[src/rtl/pc_seq_pkg.sv]
// Shared types and constants for the miniRISC PC sequencer.
// Imported by the sequencer top and the branch label extender.
package pc_seq_pkg;

  typedef enum logic [2:0] {
    FETCH = 3'd0,
    ISSUE = 3'd1,
    EXEC  = 3'd2,
    FAULT = 3'd3,
    HALT  = 3'd4
  } state_e;

  localparam logic [31:0] PC_RESET = 32'h0000_0000;
  localparam logic [31:0] PC_STEP  = 32'd4;
  localparam int          LBL0_MSB = 25;
  localparam int          LBL1_MSB = 20;

  function automatic logic misaligned(
    input logic [31:0] addr
  );
    return addr[1:0] != 2'b00;
  endfunction

endpackage

[src/rtl/sign_extend_branch.sv]
// Branch label sign extender: 26-bit pseudo-direct or 21-bit
// PC-relative label, selected by lbl_sel, widened to 32 bits.
module sign_extend_branch
  import pc_seq_pkg::*;
(
  input  logic [LBL0_MSB:0] lbl0_i,
  input  logic [LBL1_MSB:0] lbl1_i,
  input  logic              sel_i,
  output logic [31:0]       ext_o
);

  localparam int PAD0 = 32 - (LBL0_MSB + 1);
  localparam int PAD1 = 32 - (LBL1_MSB + 1);

  logic [31:0] ext0;
  logic [31:0] ext1;

  assign ext0 = {{PAD0{lbl0_i[LBL0_MSB]}}, lbl0_i};
  assign ext1 = {{PAD1{lbl1_i[LBL1_MSB]}}, lbl1_i};

  assign ext_o = sel_i ? ext1 : ext0;

endmodule

[src/rtl/pc_sequencer.sv]
// Multi-cycle PC sequencer: fetch, issue, wait for execute,
// then select the next PC and trap misaligned targets.
module pc_sequencer
  import pc_seq_pkg::*;
(
  input  logic        clk,
  input  logic        rst,
  output logic        imem_req,
  output logic [31:0] imem_addr,
  input  logic        imem_ack,
  input  logic [31:0] imem_rdata,
  output logic        instr_valid,
  output logic [31:0] instr,
  output logic [31:0] pc,
  input  logic        exec_done,
  input  logic        br_taken,
  input  logic        lbl_sel,
  input  logic        jr_sel,
  input  logic [31:0] jr_target,
  input  logic        halt,
  output logic        halted,
  output logic        fault
);

  state_e      state_q, state_d;
  logic [31:0] pc_q, pc_d;
  logic [31:0] instr_q, instr_d;

  logic [31:0] lbl_ext;
  logic [31:0] pc_seq;
  logic [31:0] pc_next;

  sign_extend_branch u_sext (
    .lbl0_i (instr_q[LBL0_MSB:0]),
    .lbl1_i (instr_q[LBL1_MSB:0]),
    .sel_i  (lbl_sel),
    .ext_o  (lbl_ext)
  );

  assign pc_seq = pc_q + PC_STEP;

  // jr only redirects when the branch is actually taken
  always_comb begin
    pc_next = pc_seq;
    if (br_taken) begin
      if (jr_sel)       pc_next = jr_target;
      else if (!lbl_sel) pc_next = lbl_ext;
      else              pc_next = pc_seq + lbl_ext;
    end
  end

  always_ff @(posedge clk or posedge rst) begin
    if (rst) begin
      state_q <= FETCH;
      pc_q    <= PC_RESET;
      instr_q <= '0;
    end else begin
      state_q <= state_d;
      pc_q    <= pc_d;
      instr_q <= instr_d;
    end
  end

  always_comb begin
    state_d = state_q;
    pc_d    = pc_q;
    instr_d = instr_q;
    unique case (state_q)
      FETCH: begin
        if (imem_ack) begin
          instr_d = imem_rdata;
          state_d = ISSUE;
        end
      end
      ISSUE: state_d = EXEC;
      EXEC: begin
        if (exec_done) begin
          if (misaligned(pc_next)) begin
            state_d = FAULT;
          end else begin
            pc_d    = pc_next;
            state_d = halt ? HALT : FETCH;
          end
        end
      end
      FAULT: state_d = FAULT;
      HALT:  state_d = HALT;
      default: state_d = FAULT;
    endcase
  end

  assign imem_req    = (state_q == FETCH);
  assign imem_addr   = pc_q;
  assign instr_valid = (state_q == ISSUE);
  assign instr       = instr_q;
  assign pc          = pc_q;
  assign halted      = (state_q == HALT);
  assign fault       = (state_q == FAULT);

endmodule

[config.mk]
export PLATFORM = sky130hd
export DESIGN_NAME = pc_sequencer
export DESIGN_NICKNAME = d
export VERILOG_FILES = /design/src/rtl/pc_seq_pkg.sv /design/src/rtl/sign_extend_branch.sv /design/src/rtl/pc_sequencer.sv
export SDC_FILE = /design/constraint.sdc
export NUM_CORES = 1
export LEC_CHECK = 0
export BUFFER_PORTS_ARGS = -buffer_cell sky130_fd_sc_hd__buf_2
export CAP_MARGIN = 20
export CORE_ASPECT_RATIO = 1.4
export CORE_MARGIN = 3
export CORE_UTILIZATION = 59
export DETAILED_ROUTE_END_ITERATION = 16
export HOLD_SLACK_MARGIN = 0.15
export PLACE_DENSITY = 0.95
export REMOVE_ABC_BUFFERS = 1
export SLEW_MARGIN = 20
export SYNTH_ARGS = -nofsm -noshare
export SYNTH_HDL_FRONTEND = slang
export SYNTH_SLANG_ARGS = --single-unit
export TNS_END_PERCENT = 5
[constraint.sdc]
create_clock -name clk -period 5.6 [get_ports clk]
set_input_delay 0.28 -clock clk [delete_from_list [all_inputs] [get_ports clk]]
set_output_delay 0.28 -clock clk [all_outputs]
set_load 0.02 [all_outputs]
Word level (Yosys, flattened, before mapping). Cells that the tools add are included.

Add/sub/neg operators: 2. Eq/ne operators: 6. Mux-type cells: 9. Bitwise gates (word level): 1. Reduce and logical (&&, ||, !) cells: 5.

Operator list (number): $mux 32 (4); $add 32x3->32 const B (1); $add 32x32->32 (1); $mux 3 (4); $pmux 3 s4 (1); $eq 3x2->1 const B (2); $reduce_and 2->1 (2); $eq 3x1->1 const B (1); $eq 3x3->1 const B (1); $logic_not 3->1 (1); $reduce_and 3->1 (1); $ne 2x1->1 const B (1); $ne 2x2->1 const B (1); $reduce_bool 2->1 (1); $not 1->1 (1).

Register bits after elaboration: 67. Input bits: 72. Logic and storage cells: 26.

Depth between registers and ports, before layout. Gate-level depths: netlist of run 1.

Depth after elaboration: 9. Mapped depth: 17. Mapped depth without buffers: 14.

Cells and area by module. Synthesis of run 1 repeated with hierarchy kept, for this count alone.

Cells, all modules: 780. Area, all modules: 6603.8 µm².

By module, submodules not included: pc_sequencer (instances 1, cells an instance 745, area each 6139.6 µm²); sign_extend_branch (instances 1, cells an instance 35, area each 464.2 µm²).

Worst setup path before layout of run 1. OpenSTA, ideal clock, no wires.

Path type: register -> register. From: register pc_q[10] (netlist: imem_addr[10]). To: register pc_q[31] (netlist: imem_addr[31]). Arrival time: 3.499 ns. Required time: 5.508 ns. Path slack: 2.010 ns. Stages on the path, launching flop included: 18. Clock period less this slack: 3.590 ns. Path through: dfrtp_1 -> buf_2 -> and4_1 -> nand3_2 -> or3_1 -> buf_2 -> or3_4 -> xnor2_1 -> ha_1 -> clkbuf_1 -> a21oi_1 -> o21bai_1 -> a21oi_1 -> o21ai_0 -> a21oi_1 -> o41ai_1 -> xnor2_1 -> o31ai_2.

Longest elaborated chain between the ends: 5.

Ends and longest elaborated chain: start, declared (RTL line pc_sequencer.sv:26) `logic [31:0] pc_q, pc_d;`; start signal, assigned (RTL line pc_sequencer.sv:59) `pc_q <= pc_d;`; $add 32x3->32 * (RTL line pc_sequencer.sv:40) `assign pc_seq = pc_q + PC_STEP;`; $add 32x32->32 (RTL line pc_sequencer.sv:48) `else pc_next = pc_seq + lbl_ext;`; $mux 32 (RTL line pc_sequencer.sv:47) `else if (!lbl_sel) pc_next = lbl_ext;`; $mux 32 (RTL line pc_sequencer.sv:46) `if (jr_sel) pc_next = jr_target;`; $mux 32 * (RTL line pc_sequencer.sv:45) `if (br_taken) begin`.

Mark *: on every way between the ends. The rest lies on a longest branch, timed or not. A chain may end at the register's enable or synchronous reset.

Worst setup path in the final report of run 1.
From: register pc_q[4] (netlist: imem_addr[4]). To: register pc_q[31] (netlist: imem_addr[31]).

Same word-level chain as after synthesis.

==> impl_metrics.py, run 1 <==
metrics = {
    "status": {
        "status": "complete, no violations",
    },
    "clocking": {
        "cts_made_buffers": 9,
        "clock_latency_ps": 340,
        "clk_pin_slew_ps": 60,
        "clock_sinks": 67,
        "cts_root_buffer": "clkbuf_16",
        "cts-resized-gates": 0,
        "htree_num_levels": 3,
        "max-clock-path-buffers": 2,
        "cts_tree": "done",
    },
    "power": {
        "p_switching_mw": 1.63,
        "power_per_cell_area_mw_per_mm2": 459,
        "finalPower_mw": 3.38,
        "switching_share_pct": 48.3,
        "clkPwrFrac_pct": 18.6,
        "seq_power_share_pct": 23.8,
        "power.leakage_nw": 3.39,
        "comb_power_share_pct": 57.6,
        "p_int_mw": 1.75,
        "vdd_ir_drop_max_uv": 379,
    },
    "logic_synthesis": {
        "syn_area_mm2": 0.00635,
        "async_reset_ff_share_pct": 100,
        "ys_ff_latch": 67,
        "ys.flop_type": "dfrtp_1",
        "ys_warn_count": 0,
        "synth_edf_count": 0,
        "synthDistinctLibCells": 74,
        "netlist_instances": 779,
        "yosysSeqAreaShare_pct": 26.4,
        "avgSynthCellArea_um2": 8.16,
    },
    "global_route": {
        "track_usage_pct": 35.4,
        "met1_usage_pct": 39.9,
        "grtUsageMet2_pct": 62.2,
        "overflow": 0,
        "grt_pass1_wl_um": 33400,
        "use_met3_pct": 5.96,
        "grt_pass1_vias": 6660,
        "grt_max_degree": 68,
        "grt-busiest-layer": "met2",
        "antenna_found_initial": 0,
    },
    "routing": {
        "avgViaCountPerCell": 6.51,
        "drt-initial-drc-count": 571,
        "wl_um": 21600,
        "post_drt_wl_per_cell_um": 20.8,
        "vias": 6762,
        "ant_nets": 0,
        "dr.pass1.iters": 7,
        "drc": 0,
    },
    "sta": {
        "tns_ps": 0,
        "setup_viol": 0,
        "slew_violations": 0,
        "hold_viol_final": 0,
        "tightest_slew_ps": 923,
        "finalCritPeriodShare_pct": 73.7,
        "skew_ps": 7.32,
        "fmax_mhz": 242,
        "slew_headroom_pct": 38.4,
        "final.min_clock_period_ps": 4130,
        "rsz0062_at_grt": "false",
    },
    "worst_setup_path": {
        "critPathTopFamily": "compound AO/OA/AOI/OAI gates",
        "arrival_ps": 4380,
        "worst-path-max-fanout": 11,
        "cp_slowest_cell": "a211oi_1",
        "rr_endpoint": "imem_addr[31]",
        "ff2ff_path_depth": 14,
        "cp-end-kind": "flop",
        "crit_path_end": "imem_addr[31]",
        "timing.critical_path.from_type": "flop",
        "critical_path_depth": 14,
        "path_common_cell": "nor2_1",
        "r2r_slack_ps": 1470,
        "critPathBufInv": 0,
        "critPathMaxStageDelay_ps": 650,
        "reg2reg_from": "imem_addr[4]",
        "path_cells": "nand4_1 -> nor2_1 -> nand2_1 -> o31a_1 -> or2_2 -> ha_1 -> a21oi_1 -> o21ai_0 -> a31oi_1 -> nor2_1 -> a211oi_1 -> o41ai_1 -> xnor2_1 -> o31ai_2",
        "path_class": "flop to flop",
        "worstPathRequired_ps": 5850,
        "critPathLaunch": "imem_addr[4]",
    },
    "place": {
        "dp.final_hpwl_um": 15500,
        "gp_congestion": 0.999,
        "dpl_cell_area_mm2": 0.00702,
        "io_buffers": 171,
    },
    "die": {
        "io_pins": 172,
        "core-area_mm2": 0.0105,
        "fp-row-count": 44,
        "die_area_mm2": 0.0121,
        "fp.dieW_um": 93.7,
        "dieHeight_um": 129,
        "initial_core_util_pct": 60.8,
    },
    "cells_and_area": {
        "multiInputGateArea_mm2": 0.00418,
        "nets": 1008,
        "post-route-util_pct": 70.3,
        "antenna_cells": 0,
        "drive_gt1_share_pct": 27.6,
        "fin_area_mm2": 0.00736,
        "seq_area_mm2": 0.00168,
        "area_growth_pct": 15.8,
        "n_fill_cell": 853,
    },
    "flow_run": {
        "cap_violations": 0,
    },
    "worst_hold_path": {
        "hold_class": "input port to flop",
    },
}
## Yosys cell counts (8+ instances only)
cell type	n	area share (%)
and3_1	8	0.79
nand2_1	73	4.3
buf_4	36	4.3
clkbuf_1	23	1.4
mux2_2	32	5.7
nor3_1	19	1.5
dfrtp_1	67	26
a21oi_1	82	6.5
inv_1	21	1.2
o21a_1	11	1.3
nand2b_1	12	1.2
o21ai_0	51	4.0
ha_1	40	7.9
nand4_1	15	1.5
a211oi_1	10	1.2
xor2_1	19	2.6
a21o_1	16	1.9
buf_2	9	0.71
xnor2_1	32	4.4
nand3_1	20	1.6
nor2_1	47	2.8
## cell families after synthesis
kind of cell	Yosys count	synth area share [%]
AOI/OAI and AO/OA	241	23.9
and+or+nand+nor	245	19.9
adders and majority gates	41	8.19
muxes	38	6.62
buffers and inverters	96	7.97
xor gates and xnor gates	51	7.03
DFF	67	26.4
## power groups by stage
stage                     sequential [mW]  clock (mW)  combinational [mW]
after floorplan                     0.967           0                1.15
after global placement              0.787           0                1.86
after detailed placement            0.800           0                1.89
after CTS                           0.794       0.631                1.91
after global routing                0.820       0.654                2.09
final                               0.803       0.628                1.95
## area by class of cell
cell class	count	share of cell area (%)
flip-flops and latches	67	22.8
well taps	138	2.35
clock buffers	9	3.06
inverters	21	1.07
multi-input cells	616	56.8
repair buffers	180	12.6
clock inverters	7	1.36
## how the worst min path moves through the flow
stage / start / end / slack [ps] / cells past startpoint
floorplan: imem_rdata[1] / instr[1] / 400 / 2
global placement: instr[30] / instr[30] / 480 / 1
global route: imem_rdata[25] / instr[25] / 170 / 2
CTS: imem_rdata[10] / instr[10] / 170 / 2
finish: imem_rdata[25] / instr[25] / 170 / 2
detailed placement: instr[26] / instr[26] / 490 / 1
## metrics by stage
stage	hold WS, ps	instances	setup slack [ps]
after floorplan	397	704	1180
after global placement	483	1021	1750
after detailed placement	490	1021	1610
after CTS	167	1038	1580
after global routing	170	1038	1200
final	169	1038	1470
## cells in the final DEF, fill, tap and decap left out, types with 6 or more instances in the layout
master       n
a211oi_1    10
a21o_1      16
a21oi_1     82
a31oi_1      7
and3_1       8
buf_2      171
buf_4        8
clkbuf_16    9
dfrtp_1     67
ha_1        40
inv_1       20
mux2_2      32
mux2i_1      6
nand2_1     73
nand2b_1    12
nand3_1     20
nand4_1     15
nor2_1      47
nor2b_1      7
nor3_1      18
o21a_1      11
o21ai_0     51
o221ai_1     7
or3_1        7
xnor2_1     32
xor2_1      19
## timing repair
item,CTS,global route
hold buffers,1,0
endpoints found under the hold margin,1,0
buffers inserted,0,0
## worst reg2reg max path, stage by stage (launching register included)
cell      delay [ps]
dfrtp_1          520
nand4_1          190
nor2_1           260
nand2_1          240
o31a_1           340
or2_2            300
ha_1             380
a21oi_1          160
o21ai_0          130
a31oi_1          230
nor2_1            70
a211oi_1         650
o41ai_1          220
xnor2_1          180
o31ai_2          180
## per-layer routing
| metal | part of all wire (%) | vias to the layer above |
|---|---|---|
| met3 | 7.6 | 103 |
| met1 | 36 | 3180 |
| met4 | 5.7 | 0 |
| met5 | 0 | - |
| met2 | 51 | 423 |
| li1 | - | 3056 |
## state kept, by name, summed over array words and instances, names as in the netlist
register	flops
state_q	3
imem_addr	32
instr	32
Note: power is estimated with default switching activity, not from simulation.
==> inputs of run 2 (changes only) <==
- ABC_AREA: default -> 1
- CORE_UTILIZATION: 59 -> 50
- PLACE_DENSITY: 0.95 -> 0.86
- clock period: 5.6 -> 3.4 ns (I/O delays scaled with it)
==> impl_metrics.py, run 2 <==
metrics = {
    "status": {
        "status": "complete, no violations",
    },
    "routing": {
        "vias": 7734,
        "dr.pass1.iters": 6,
        "wl_um": 24000,
        "ant_nets": 0,
        "drt-initial-drc-count": 626,
        "avgViaCountPerCell": 5.38,
        "drc": 0,
        "post_drt_wl_per_cell_um": 16.7,
    },
    "sta": {
        "fmax_mhz": 312,
        "tns_ps": 0,
        "slew_headroom_pct": 39.4,
        "hold_viol_final": 0,
        "final.min_clock_period_ps": 3210,
        "rsz0062_at_grt": "true",
        "slew_violations": 0,
        "skew_ps": 6.59,
        "finalCritPeriodShare_pct": 94.4,
        "setup_viol": 0,
        "tightest_slew_ps": 906,
    },
    "logic_synthesis": {
        "ys_ff_latch": 67,
        "async_reset_ff_share_pct": 100,
        "ys_warn_count": 0,
        "ys.flop_type": "dfrtp_1",
        "avgSynthCellArea_um2": 6.31,
        "synth_commonest_cells": "321 x nand2_1, 154 x inv_1, 109 x nor2_1",
        "synthDistinctLibCells": 42,
        "synth_top_area_share_pct": 24.5,
        "yosysSeqAreaShare_pct": 24.5,
        "syn_area_mm2": 0.00684,
        "yosys.area.top_type": "dfrtp_1",
        "netlist_instances": 1085,
        "synthTopCellsByArea": "dfrtp_1 24%, nand2_1 18%, inv_1 8.4%, ha_1 7.3%, a21oi_1 6.4%",
        "synth_edf_count": 0,
        "synth_most_common_cell": "nand2_1",
    },
    "flow_run": {
        "cap_violations": 0,
    },
    "worst_setup_path": {
        "reg2reg_from": "imem_addr[3]",
        "rr_endpoint": "imem_addr[27]",
        "worstPathRequired_ps": 3660,
        "r2r_slack_ps": 190,
        "ff2ff_path_depth": 21,
        "worst-path-max-fanout": 7,
        "timing.critical_path.from_type": "flop",
        "path_class": "flop to flop",
        "cp-end-kind": "flop",
        "arrival_ps": 3470,
    },
    "power": {
        "power_per_cell_area_mw_per_mm2": 1120,
        "power.leakage_nw": 4.65,
        "vdd_ir_drop_max_uv": 576,
    },
    "worst_hold_path": {
        "hold-path-endpoint": "imem_addr[11]",
        "holdPathStages": 3,
        "hp-start": "jr_target[11]",
        "hold_class": "input port to flop",
    },
    "cells_and_area": {
        "antenna_cells": 0,
        "layout_common_cells": "319 x nand2_1, 171 x buf_2, 152 x inv_1",
        "area_growth_pct": 22.9,
        "nets": 1367,
        "final_common_cell": "nand2_1",
        "n_fill_cell": 1232,
        "drive_gt1_share_pct": 21.9,
        "fin_area_mm2": 0.00841,
    },
    "die": {
        "initial_core_util_pct": 52.2,
        "die_area_mm2": 0.0151,
        "core-area_mm2": 0.0131,
        "fp.dieW_um": 105,
        "dieHeight_um": 144,
        "fp-row-count": 49,
        "io_pins": 172,
    },
    "clocking": {
        "cts_root_buffer": "clkbuf_16",
        "clock_sinks": 67,
        "htree_num_levels": 3,
        "clock_latency_ps": 340,
        "clk_pin_slew_ps": 60,
        "cts_made_buffers": 9,
        "max-clock-path-buffers": 2,
        "cts_tree": "done",
    },
    "place": {
        "io_buffers": 171,
        "dpl_cell_area_mm2": 0.00764,
        "dp.final_hpwl_um": 17900,
        "gp_congestion": 1.01,
    },
    "global_route": {
        "track_usage_pct": 31.1,
        "grt_max_degree": 41,
        "grt_pass1_vias": 7518,
        "grt_pass1_wl_um": 37400,
        "antenna_found_initial": 0,
        "overflow": 0,
    },
}
==> run 2: power breakdown <==
| part | internal, mW | switching (mW) |
|---|---|---|
| Sequential | 1.18 | 0.511 |
| Clock | 0.662 | 0.378 |
| Combinational | 2.36 | 4.35 |
| Total | 4.20 | 5.24 |
==> run 2: cell type report <==
class / instances / area (um2) / share of cell area, %
Inverter: 171 / 642 / 7.63
Tap cell: 178 / 223 / 2.65
Clock inverter: 6 / 88.8 / 1.06
Sequential cell: 67 / 1690 / 20.0
Timing Repair Buffer: 219 / 1300 / 15.5
Multi-Input combinational cell: 786 / 4230 / 50.3
Clock buffer: 10 / 239 / 2.84
==> run 2: kinds of logic (layout without fill, tap and decap cells) <==
logic type               count (synthesis)  in the layout  share of synthesized area (%)
AND/OR/NAND/NOR                        527            527                           31.8
multiplexers                            24             24                           3.95
XOR/XNOR                                32             32                           4.10
flip-flops                              67             67                           24.5
AO/OA/AOI/OAI                          162            162                           13.3
buffers and inverters                  232            406                           14.8
adder cells (fa/ha/maj)                 41             41                           7.61
==> run 2: how the worst max path moves through the flow <==
stage	depth (start not counted)	end	start	slack, ps
final	21	imem_addr[27]	imem_addr[3]	190
after global routing	21	imem_addr[27]	imem_addr[3]	-70
after CTS	21	imem_addr[27]	imem_addr[3]	20
after detailed placement	21	imem_addr[27]	imem_addr[3]	70
after global placement	21	imem_addr[27]	imem_addr[3]	120
after floorplan	24	imem_addr[31]	imem_addr[2]	280
==> run 2: per-stage QoR <==
step | std cells | total power [mW] | setup WS [ps] | utilization, % | hold slack, ps
after detailed placement | 1384 | 8.11 | 67.5 | 58.2 | 305
after CTS | 1435 | 9.22 | 24.8 | 63.4 | 173
after global placement | 1384 | 7.96 | 117 | 58.2 | 297
after global routing | 1437 | 10.3 | -74.1 | 64.1 | 189
final | 1437 | 9.44 | 192 | 64.1 | 185
after floorplan | 1024 | 6.19 | 283 | - | 321
==> run 2: repair_timing <==
action,in CTS,in global routing
endpoints found under the setup margin,0,12
endpoints found under the hold margin,62,0
hold buffers,35,0
gates resized for setup,0,28
buffers inserted,0,2
==> run 2: critical path, cell delays in order, from the launching register on <==
cell,delay (ps)
dfrtp_2,430
ha_2,210
nand2_1,90
nor2_4,120
nand2_1,110
nor2_2,120
nand3_2,120
nor2_2,120
nand2_1,90
o21ai_2,160
inv_1,70
ha_2,390
nand2_1,120
nor2_2,190
inv_1,60
o21bai_1,170
nor2_1,80
nand3b_1,80
nand3_1,100
nand2_1,70
nand2_1,60
a21boi_1,140
==> run 2: routing by layer <==
layer	vias up	routed length (um)	share of wire (%)	global-route usage, %
met2	399	12300	51	57.9
li1	3739	-	-	-
met1	3485	8420	35	33.0
met5	-	0	0	0
met3	111	1570	6.5	4.56
met4	0	1690	7.0	19.6
